**src/rtl/tap_tempo.sv**
```systemverilog
// Tap-tempo front end: debounces a tap button, times the gap between taps in ms and
// divides it into a BPM value for the metronome. Define TAP_AVG_EN to average the last 4 gaps.
module tap_tempo #(
   parameter int CLK_HZ      = 25000000,
   parameter int DEBOUNCE_MS = 10,
   parameter int TIMEOUT_MS  = 2000,
   parameter int MIN_BPM     = 30,
   parameter int MAX_BPM     = 250,
   parameter int DEFAULT_BPM = 60
) (
   input  logic       clk,
   input  logic       rst_n,
   input  logic       tap,
   output logic [7:0] speed,
   output logic       speed_valid,
   output logic       tap_led,
   output logic       busy
);

   localparam int PRESCALE = CLK_HZ / 1000;
   localparam int PS_W     = (PRESCALE > 1) ? $clog2(PRESCALE) : 1;
   localparam int DB_W     = $clog2(DEBOUNCE_MS + 1);

   typedef enum logic [1:0] {S_IDLE, S_TIMING, S_DIVIDE, S_UPDATE} state_t;

   state_t          state_reg, state_next;
   logic [PS_W-1:0] ps_cnt_reg;
   logic            tick;
   logic [1:0]      sync_reg;
   logic            db_level_reg, db_prev_reg;
   logic [DB_W-1:0] db_cnt_reg;
   logic            tap_evt;
   logic            led_reg;
   logic [11:0]     ms_cnt_reg;
   logic [11:0]     interval_reg;
   logic            start_div, timeout;
   logic [13:0]     divisor_sum, divisor;
   logic [17:0]     dividend_start;
   logic [17:0]     quo_reg;
   logic [13:0]     rem_reg;
   logic [14:0]     trial;
   logic [4:0]      div_cnt_reg;
   logic [7:0]      clamped;
   logic [7:0]      speed_reg;
   logic            speed_valid_reg;

   // 1 ms tick prescaler
   assign tick = (ps_cnt_reg == PS_W'(PRESCALE - 1));

   always_ff @(posedge clk or negedge rst_n) begin
      if (!rst_n)    ps_cnt_reg <= '0;
      else if (tick) ps_cnt_reg <= '0;
      else           ps_cnt_reg <= ps_cnt_reg + 1'b1;
   end

   // Synchronizer and debouncer: level flips only after DEBOUNCE_MS ticks at the new value
   always_ff @(posedge clk or negedge rst_n) begin
      if (!rst_n) begin
         sync_reg     <= '0;
         db_level_reg <= 1'b0;
         db_prev_reg  <= 1'b0;
         db_cnt_reg   <= '0;
      end else begin
         sync_reg    <= {sync_reg[0], tap};
         db_prev_reg <= db_level_reg;
         if (sync_reg[1] == db_level_reg) begin
            db_cnt_reg <= '0;
         end else if (tick) begin
            if (db_cnt_reg == DB_W'(DEBOUNCE_MS - 1)) begin
               db_level_reg <= sync_reg[1];
               db_cnt_reg   <= '0;
            end else begin
               db_cnt_reg <= db_cnt_reg + 1'b1;
            end
         end
      end
   end

   assign tap_evt = db_level_reg & ~db_prev_reg;

   always_ff @(posedge clk or negedge rst_n) begin
      if (!rst_n) begin
         led_reg    <= 1'b0;
         ms_cnt_reg <= '0;
      end else begin
         if (tap_evt) led_reg <= ~led_reg;
         if (tap_evt)
            ms_cnt_reg <= '0;
         else if (tick && ms_cnt_reg != 12'hFFF)
            ms_cnt_reg <= ms_cnt_reg + 12'd1;
      end
   end

   // Control FSM
   always_ff @(posedge clk or negedge rst_n) begin
      if (!rst_n) state_reg <= S_IDLE;
      else        state_reg <= state_next;
   end

   always_comb begin
      state_next = state_reg;
      start_div  = 1'b0;
      timeout    = 1'b0;
      case (state_reg)
         S_IDLE:   if (tap_evt) state_next = S_TIMING;
         S_TIMING: begin
            if (tap_evt) begin
               start_div  = 1'b1;
               state_next = S_DIVIDE;
            end else if (ms_cnt_reg >= 12'(TIMEOUT_MS)) begin
               timeout    = 1'b1;
               state_next = S_IDLE;
            end
         end
         S_DIVIDE: if (div_cnt_reg == 5'd17) state_next = S_UPDATE;
         S_UPDATE: state_next = S_TIMING;
         default:  state_next = S_IDLE;
      endcase
   end

   always_ff @(posedge clk or negedge rst_n) begin
      if (!rst_n)         interval_reg <= '0;
      else if (start_div) interval_reg <= ms_cnt_reg;
      else if (timeout)   interval_reg <= '0;
   end

`ifdef TAP_AVG_EN
   // Older intervals; unfilled entries stay zero so the sum covers exactly n entries
   logic [11:0] hist_reg [3];
   logic [2:0]  n_reg, n_next;

   assign n_next = (n_reg == 3'd4) ? 3'd4 : n_reg + 3'd1;

   always_ff @(posedge clk or negedge rst_n) begin
      if (!rst_n) begin
         n_reg <= '0;
         for (int i = 0; i < 3; i++) hist_reg[i] <= '0;
      end else if (timeout) begin
         n_reg <= '0;
         for (int i = 0; i < 3; i++) hist_reg[i] <= '0;
      end else if (start_div) begin
         n_reg       <= n_next;
         hist_reg[0] <= interval_reg;
         for (int i = 1; i < 3; i++) hist_reg[i] <= hist_reg[i-1];
      end
   end

   assign divisor_sum    = {2'b00, interval_reg} + {2'b00, hist_reg[0]}
                         + {2'b00, hist_reg[1]}  + {2'b00, hist_reg[2]};
   assign dividend_start = 18'(60000 * int'(n_next));
`else
   assign divisor_sum    = {2'b00, interval_reg};
   assign dividend_start = 18'(60000);
`endif

   assign divisor = (divisor_sum == 14'd0) ? 14'd1 : divisor_sum;

   // Restoring divider: dividend shifts out of quo_reg while quotient bits shift in
   assign trial = {rem_reg, quo_reg[17]};

   always_ff @(posedge clk or negedge rst_n) begin
      if (!rst_n) begin
         quo_reg     <= '0;
         rem_reg     <= '0;
         div_cnt_reg <= '0;
      end else if (start_div) begin
         quo_reg     <= dividend_start;
         rem_reg     <= '0;
         div_cnt_reg <= '0;
      end else if (state_reg == S_DIVIDE) begin
         div_cnt_reg <= div_cnt_reg + 5'd1;
         if (trial >= {1'b0, divisor}) begin
            rem_reg <= 14'(trial - {1'b0, divisor});
            quo_reg <= {quo_reg[16:0], 1'b1};
         end else begin
            rem_reg <= trial[13:0];
            quo_reg <= {quo_reg[16:0], 1'b0};
         end
      end
   end

   always_comb begin
      if (quo_reg < 18'(MIN_BPM))      clamped = 8'(MIN_BPM);
      else if (quo_reg > 18'(MAX_BPM)) clamped = 8'(MAX_BPM);
      else                             clamped = quo_reg[7:0];
   end

   // speed and its valid pulse are registered together out of UPDATE
   always_ff @(posedge clk or negedge rst_n) begin
      if (!rst_n) begin
         speed_reg       <= 8'(DEFAULT_BPM);
         speed_valid_reg <= 1'b0;
      end else begin
         speed_valid_reg <= (state_reg == S_UPDATE);
         if (state_reg == S_UPDATE) speed_reg <= clamped;
      end
   end

   assign speed       = speed_reg;
   assign speed_valid = speed_valid_reg;
   assign tap_led     = led_reg;
   assign busy        = (state_reg == S_DIVIDE);

endmodule
```
**config.mk**
```make
export PLATFORM = sky130hd
export DESIGN_NAME = tap_tempo
export DESIGN_NICKNAME = d
export VERILOG_FILES = /design/src/rtl/tap_tempo.sv
export SDC_FILE = /design/constraint.sdc
export NUM_CORES = 1
export LEC_CHECK = 0
export CAP_MARGIN = 20
export CORE_MARGIN = 4
export CORE_UTILIZATION = 50
export CTS_CLUSTER_DIAMETER = 200
export DETAILED_ROUTE_END_ITERATION = 8
export PLACE_DENSITY = 0.67
export SLEW_MARGIN = 20
export SYNTH_ARGS = -nofsm -noshare
export SYNTH_HDL_FRONTEND = slang
export SYNTH_SLANG_ARGS = --single-unit
```
**constraint.sdc**
```tcl
create_clock -name clk -period 5.2 [get_ports clk]
set_input_delay 1.04 -clock clk [delete_from_list [all_inputs] [get_ports clk]]
set_output_delay 1.04 -clock clk [all_outputs]
set_load 0.02 [all_outputs]
```
Word level (Yosys, flattened, before mapping). Index checks and enable logic that the tools add are counted.

Register bits after elaboration: 96. Input bits: 3. Output and inout bits: 11.

$add $sub $neg: 5. Order comparisons: 4. Equal/unequal tests: 11. Muxes and demuxes: 29. Bitwise logic cells: 4. Reduce and logical (&&, ||, !) cells: 9.

Operators by type and width (number): $mux 12 (5); $mux 14 (3); $mux 18 (2); $gt 18x8->1 const B (1); $lt 18x5->1 const B (1); $mux 8 (2); $add 15x1->15 const B (1); $eq 15x15->1 const B (1); $ge 15x12->1 (1); $mux 15 (1); $logic_not 14->1 (1); $sub 14x12->14 (1); $add 12x1->12 const B (1); $ge 12x11->1 const B (1); $mux 4 (3); $ne 12x12->1 const B (1); $mux 5 (2); $mux 2 (4); $pmux 2 s4 (1); $reduce_bool 2->1 (4); $mux 1 (6); $reduce_and 3->1 (2); $add 5x1->5 const B (1); $eq 5x5->1 const B (1); 12 further kinds (15).

Logic depth before layout (Yosys ltp). Gate-level depths: netlist of run 1.

Depth after elaboration: 6. Mapped depth: 11. Depth with buffers taken out: 11.

Least setup slack after synthesis of run 1. OpenSTA, ideal clock, no wires.

Path kind: reg2reg. From: reg interval_reg[3]. To: reg rem_reg[12]. Arrival: 2.633 ns. Required time: 5.074 ns. Path slack: 2.440 ns. Cell stages (with the launch flop): 12. Period minus slack after synthesis: 2.760 ns. Cells stage by stage: dfrtp_1 > nor4_1 > a31o_2 > ha_1 > inv_1 > fa_1 > a21o_1 > a221oi_2 > o21ai_1 > a311o_1 > nor3_1 > nor3b_2.

Longest elaborated chain between the ends: 6.

RTL lines: start: declaration (line 35) `logic [11:0] interval_reg;`; start signal: assignment (line 123) `else if (start_div) interval_reg <= ms_cnt_reg;`; $logic_not 14->1 (line 156) `assign divisor = (divisor_sum == 14'd0) ? 14'd1 : divisor_sum;`; $mux 12 * (line 156); $sub 14x12->14 / $ge 15x12->1 (equally long branches) (line 173, 172); $mux 14 * (line 172) `if (trial >= {1'b0, divisor}) begin`; $mux 14 * (line 170) `end else if (state_reg == S_DIVIDE) begin`; $mux 14 * (line 166) `end else if (start_div) begin`; end signal: assignment (line 173) `rem_reg <= 14'(trial - {1'b0, divisor});`; end signal: assignment (line 176) `rem_reg <= trial[13:0];`; end: declaration (line 40) `logic [13:0] rem_reg;`.

Mark *: on every way between the ends. The rest lies on a longest branch, timed or not. The select of a mux whose other input is x is not followed. A chain may end at the register's enable or synchronous reset.

Worst setup path after layout of run 1.
From: reg interval_reg[10]. To: reg rem_reg[12].

The elaborated chain is that of the path after synthesis.

==> results of run 1 <==
[how the worst max path moves through the flow]
stage                                  from                 endpoint  slack (ns)  cells past startpoint
2_1_floorplan   interval_reg[3]$_DFFE_PN0P_  rem_reg[12]$_DFFE_PN0N_        2.44                     11
3_5_place_dp   interval_reg[10]$_DFFE_PN0P_  rem_reg[12]$_DFFE_PN0N_        2.15                     11
5_1_grt         interval_reg[3]$_DFFE_PN0P_  rem_reg[12]$_DFFE_PN0N_        1.86                     11
6_report       interval_reg[10]$_DFFE_PN0P_  rem_reg[12]$_DFFE_PN0N_        2.11                     11
4_1_cts        interval_reg[10]$_DFFE_PN0P_  rem_reg[12]$_DFFE_PN0N_        2.11                     11
3_3_place_gp   interval_reg[10]$_DFFE_PN0P_  rem_reg[12]$_DFFE_PN0N_        2.23                     11
[where the power goes]
group	internal (mW)	switching [mW]	total [mW]	leakage, nW
registers	0.747	0.000343	0.747	1.31
clock network	0.270	0.247	0.517	0.104
logic	0.00186	0.0145	0.0164	1.09
[kinds of logic (layout without fill, tap and decap cells)]
group	Yosys count	count (layout)	share of synthesized area, %
AO/OA/AOI/OAI	103	103	13.9
flip-flops	96	96	47.6
multiplexers	28	28	5.61
AND/OR/NAND/NOR	169	169	16.8
XOR/XNOR	34	34	5.89
buffers and inverters	46	58	3.66
adder cells (fa/ha/maj)	26	26	6.58
[metal layers]
metal | share of wire [%] | wire length (um)
met5 | 0 | 0
met4 | 1.4 | 138
met3 | 2.8 | 269
met2 | 47 | 4590
met1 | 49 | 4750
[cells in the final DEF (no fill, tap or decap), drive strengths merged, types with 3 or more instances in the layout]
cell / instances
nand3b: 3
o22a: 6
nand2: 39
nand3: 13
clkbuf: 12
a31oi: 7
nor4: 4
a22o: 10
mux2: 3
xor2: 20
clkdlybuf4s50: 12
dfstp: 4
o21ai: 29
xnor2: 14
nor3: 13
nor3b: 3
o2111ai: 4
or3: 5
nand4: 7
and2: 4
inv: 25
a21oi: 20
mux2i: 25
dfrtp: 92
a21o: 4
nor2b: 8
nor2: 51
and3: 6
buf: 5
a211oi: 3
ha: 25
[final cells by class]
class / instances / share of cell area (%)
multi-input cells: 360 / 44.9
repair buffers: 17 / 2.87
well taps: 133 / 3.03
flip-flops and latches: 96 / 43.8
inverters: 25 / 1.71
clock buffers: 12 / 2.46
clock inverters: 4 / 1.27
[critical path, cell delays in order, from the launching register on]
cell      delay (ns)
dfrtp_1         0.41
nor4_1          0.32
a31o_2          0.23
ha_1            0.15
inv_1           0.06
fa_1            0.40
a21o_1          0.20
a221oi_2        0.38
o21ai_1         0.16
a311o_1         0.39
nor3_1          0.22
nor3b_2         0.07
[synth_stat cells (all sizes together), types with 8 or more instances]
cell,number,share of area (%)
a21oi,20,2.0
a22o,10,1.7
clkbuf,14,1.0
dfrtp,92,45
ha,25,6.2
inv,25,1.9
mux2i,25,4.9
nand2,39,2.9
nand3,13,1.3
nor2,51,3.8
nor2b,8,0.99
nor3,13,1.3
o21ai,29,2.9
xnor2,14,2.4
xor2,20,3.5
==> impl_metrics.toml, run 1 <==
[sta]
fmax_mhz = 323
rsz0062_at_grt = "false"
finalCritPeriodShare_pct = 59.5
setup_viol = 0
layout_setup_ws_ns = 2.11
fin_setup_tns_ns = 0
slew_violations = 0
fin_crit_ns = 3.09
finalHoldWorstSlack_ns = 0.361
worstMarginPinSlew_ns = 1.02
worst_slew_margin_rel_pct = 31.6
fin_skew_ns = 0.00794
hold_viol_final = 0

[critical_path]
cp-end-kind = "flip-flop"
r2r_end = "rem_reg[12]$_DFFE_PN0N_"
reg2reg_from = "interval_reg[10]$_DFFE_PN0P_"
startpoint_type = "flip-flop"
crit_arrival_ns = 3.33
cp_max_fo = 3
worst-r2r-setup-slack_ns = 2.11
critical_path_class = "reg2reg"
r2r.worst_path.cells = 11
cp.required_ns = 5.44

[worst_hold_path]
whs_endpoint = "sync_reg[1]$_DFF_PN0_"
worst_hold_startpoint = "sync_reg[0]$_DFF_PN0_"
whs_path_depth = 0
min_path_type = "reg2reg"

[cells_and_area]
register_area_um2 = 2410
area_growth_pct = 8.70
multi_input_area_um2 = 2470
drive_above_1_share_pct = 7.39
largest_register_ffs = 18
n_antenna_cell = 0
n_fill_cell = 882
design_area_um2 = 5500
final_cells = 647
nets = 538
utilization_pct = 56.0

[global_route]
grt_pass1_vias = 3690
grt_use_met3_pct = 3.52
grt_overflow = 0
antenna_found_initial = 0
grtUsageMet2_pct = 30.0
busiest_layer = "met2"
grt_use_met1_pct = 24.2
grt_max_degree = 55
grt_first_pass_wirelength_um = 17100
grt_usage_pct = 18.3

[placed_design]
port-buffer-count = 13
gp_congestion = 0.811
placedCellCount = 631
dp_slack_ns = 2.15
hpwl_um = 6810
place_area_um2 = 5300

[detailed_routing]
wl_per_cell_um = 15.1
drtAntennaViolNets = 0
vias_per_cell = 5.58
drt_iter0_markers = 146
vias = 3612
routed_wl_um = 9740
dr.pass1.iters = 4
drc = 0

[yosys]
ys_ff_latch = 96
async_flop_share_pct = 100
synth_area_um2 = 5060
synth_fp_nets = 531
synth_cells = 502
synth.distinct_cells = 63
synth_area_per_cell_um2 = 10.1
synth_flop_cell = "dfrtp_1"
yosysWarnings = 0
synth-seq-area-share_pct = 47.6
synth-edff-count = 0

[clocking]
post-cts-setup-buffers = 0
root_buffer = "clkbuf_8"
cts_tree = "yes"
holdBufCountCts = 0
htreeDepth = 3
ctsResizeCount = 0
numCtsBuffers = 9
path_clk_slew_ns = 0.09
clock-sinks = 96
cts_max_path_buffers = 2
insertion_delay_ns = 0.36

[power]
finalPower_mw = 1.28
ir_drop_v = 0.000207
power_density_nw_per_um2 = 233
p_leak_nw = 2.51

[die]
row_count = 36
dieArea_um2 = 11800
dieWidth_um = 109
die_y_um = 109
core_area_um2 = 9820
boundaryPins = 14
start_util_pct = 51.5

[run]
maxCapViolCount = 0

[run_status]
outcome = "finished, final reports clean"
Note: power is estimated with default switching activity, not from simulation.
==> inputs of run 2 (changes only) <==
clock period = 2.95 ns   (was 5.2 ns; I/O delays follow)
==> run 2 against run 1 <==
Compared with the run above: final cell count increased by 1.9%; clock skew about the same; register-to-register slack worse by 2.0 ns; highest routed layer unchanged; critical endpoint unchanged; global-route usage grew 0.59 points.
==> impl_metrics.toml, run 2 (same netlist as run 1, synthesis figures left out) <==
[critical_path]
cp.required_ns = 3.24
path_buf_inv = 1
worst-r2r-setup-slack_ns = 0.09
crit_arrival_ns = 3.15
cp_cell_sequence = "nor4_2, a31o_2, ha_4, inv_2, fa_2, a21o_1, a221oi_4, o21ai_2, a311o_1, o21ai_1, nor3b_2"
critical_path_class = "reg2reg"
cp_max_fo = 3
slowest_stage = "dfrtp_1"
cp-end-kind = "flip-flop"
startpoint_type = "flip-flop"
crit_family = "compound AO/OA/AOI/OAI gates"
slowest_delay_ns = 0.40

[cells_and_area]
area_growth_pct = 12.3
drive_above_1_share_pct = 11.2
most-common-layout-cells = "dfrtp_1 (92), nor2_1 (51), nand2_1 (39), mux2i_1 (25), inv_1 (24)"
n_antenna_cell = 0
utilization_pct = 57.8
nets = 550
largest_register_ffs = 18
final_common_cell = "dfrtp_1"

[clocking]
cts_max_path_buffers = 2
insertion_delay_ns = 0.37
path_clk_slew_ns = 0.09
numCtsBuffers = 9
clock-sinks = 96
htreeDepth = 3
cts_tree = "yes"
root_buffer = "clkbuf_8"

[detailed_routing]
vias_per_cell = 5.64
dr.pass1.iters = 4
drtAntennaViolNets = 0
wl_per_cell_um = 15.1
drt_iter0_markers = 184
drc = 0
vias = 3720
routed_wl_um = 9940

[sta]
fmax_mhz = 350
rsz0062_at_grt = "true"
worst_slew_margin_rel_pct = 43.5
fin_skew_ns = 0.00783
slew_violations = 0
layout_setup_ws_ns = 0.0891
fin_crit_ns = 2.86
fin_setup_tns_ns = 0
hold_viol_final = 0
setup_viol = 0
worstMarginPinSlew_ns = 0.846
finalCritPeriodShare_pct = 97.0

[power]
p_leak_nw = 2.58
pwr-share-seq_pct = 56.7
power_switching_mw = 0.498
p_sw_share_pct = 21.4
clkPwrFrac_pct = 42.0
p_comb_share_pct = 1.3
power_density_nw_per_um2 = 409
internal_power_mw = 1.83
ir_drop_v = 0.000269

[die]
dieWidth_um = 109
row_count = 36
start_util_pct = 51.5
core_area_um2 = 9820
boundaryPins = 14
dieArea_um2 = 11800
die_y_um = 109

[placed_design]
hpwl_um = 6930
port-buffer-count = 13
dp_slack_ns = -0.0469
gp_congestion = 0.817

[global_route]
grt_first_pass_wirelength_um = 17700
grt_max_degree = 57
grt_overflow = 0
antenna_found_initial = 0
grt_usage_pct = 18.8
grt_pass1_vias = 3763

[run_status]
outcome = "finished, final reports clean"

[run]
maxCapViolCount = 0

[worst_hold_path]
min_path_type = "in2async"
==> run 2: per-layer routing <==
metal / global-route usage [%] / wire (um)
met2: 29.5 / 4630
met3: 3.28 / 276
met1: 26.7 / 4900
met5: 0 / 0
met4: 6.04 / 135
==> run 2: worst register-to-register path, stage by stage, from the launching register on <==
cell and delay [ns]:
dfrtp_1 0.40, nor4_2 0.29, a31o_2 0.23, ha_4 0.13, inv_2 0.03, fa_2 0.34
a21o_1 0.21, a221oi_4 0.38, o21ai_2 0.09, a311o_1 0.40, o21ai_1 0.12, nor3b_2 0.17
==> run 2: worst paths after layout <==
path	start	endpoint	cells after the start
max reg2reg	interval_reg[3]$_DFFE_PN0P_	rem_reg[12]$_DFFE_PN0N_	11
max	interval_reg[3]$_DFFE_PN0P_	rem_reg[12]$_DFFE_PN0N_	11
min reg2reg	sync_reg[0]$_DFF_PN0_	sync_reg[1]$_DFF_PN0_	0
min	rst_n	rem_reg[11]$_DFFE_PN0N_	1
max in group asynchronous	rst_n	interval_reg[2]$_DFFE_PN0P_	2
min in group clk	sync_reg[0]$_DFF_PN0_	sync_reg[1]$_DFF_PN0_	0
==> run 2: power by group through the flow <==
stage,clock (mW),sequential (mW),combinational (mW)
floorplan,0,1.34,0.000999
global placement,0,1.34,0.0330
detailed placement,0,1.34,0.0334
CTS,1.01,1.32,0.0334
global route,1.06,1.32,0.0368
finish,0.976,1.32,0.0310
==> run 2: final cells by class <==
type | count | area [um^2]
clock buffer | 10 | 138
clock inverter | 6 | 91.3
fill | 882 | 4140
inverter | 25 | 93.8
multi-input combinational | 360 | 2520
sequential | 96 | 2410
tap | 133 | 166
timing repair buffer | 29 | 260
==> run 2: metrics by stage <==
| stage | cells | hold slack (ns) | cell area, um^2 | power, mW |
|---|---|---|---|---|
| 2_1_floorplan | 502 | 0.294 | 5060 | 1.34 |
| 3_3_place_gp | 640 | 0.336 | 5380 | 1.38 |
| 3_5_place_dp | 640 | 0.343 | 5380 | 1.38 |
| 4_1_cts | 656 | 0.202 | 5620 | 2.36 |
| 5_1_grt | 659 | 0.228 | 5680 | 2.42 |
| 6_report | 659 | 0.189 | 5680 | 2.32 |
==> run 2: repair_timing <==
item | 4_1_cts | 5_1_grt
gates resized for setup | 2 | 9
pin swaps | 0 | 2
hold buffers | 0 | 0
endpoints found under the setup margin | 2 | 2
setup buffers | 0 | 3
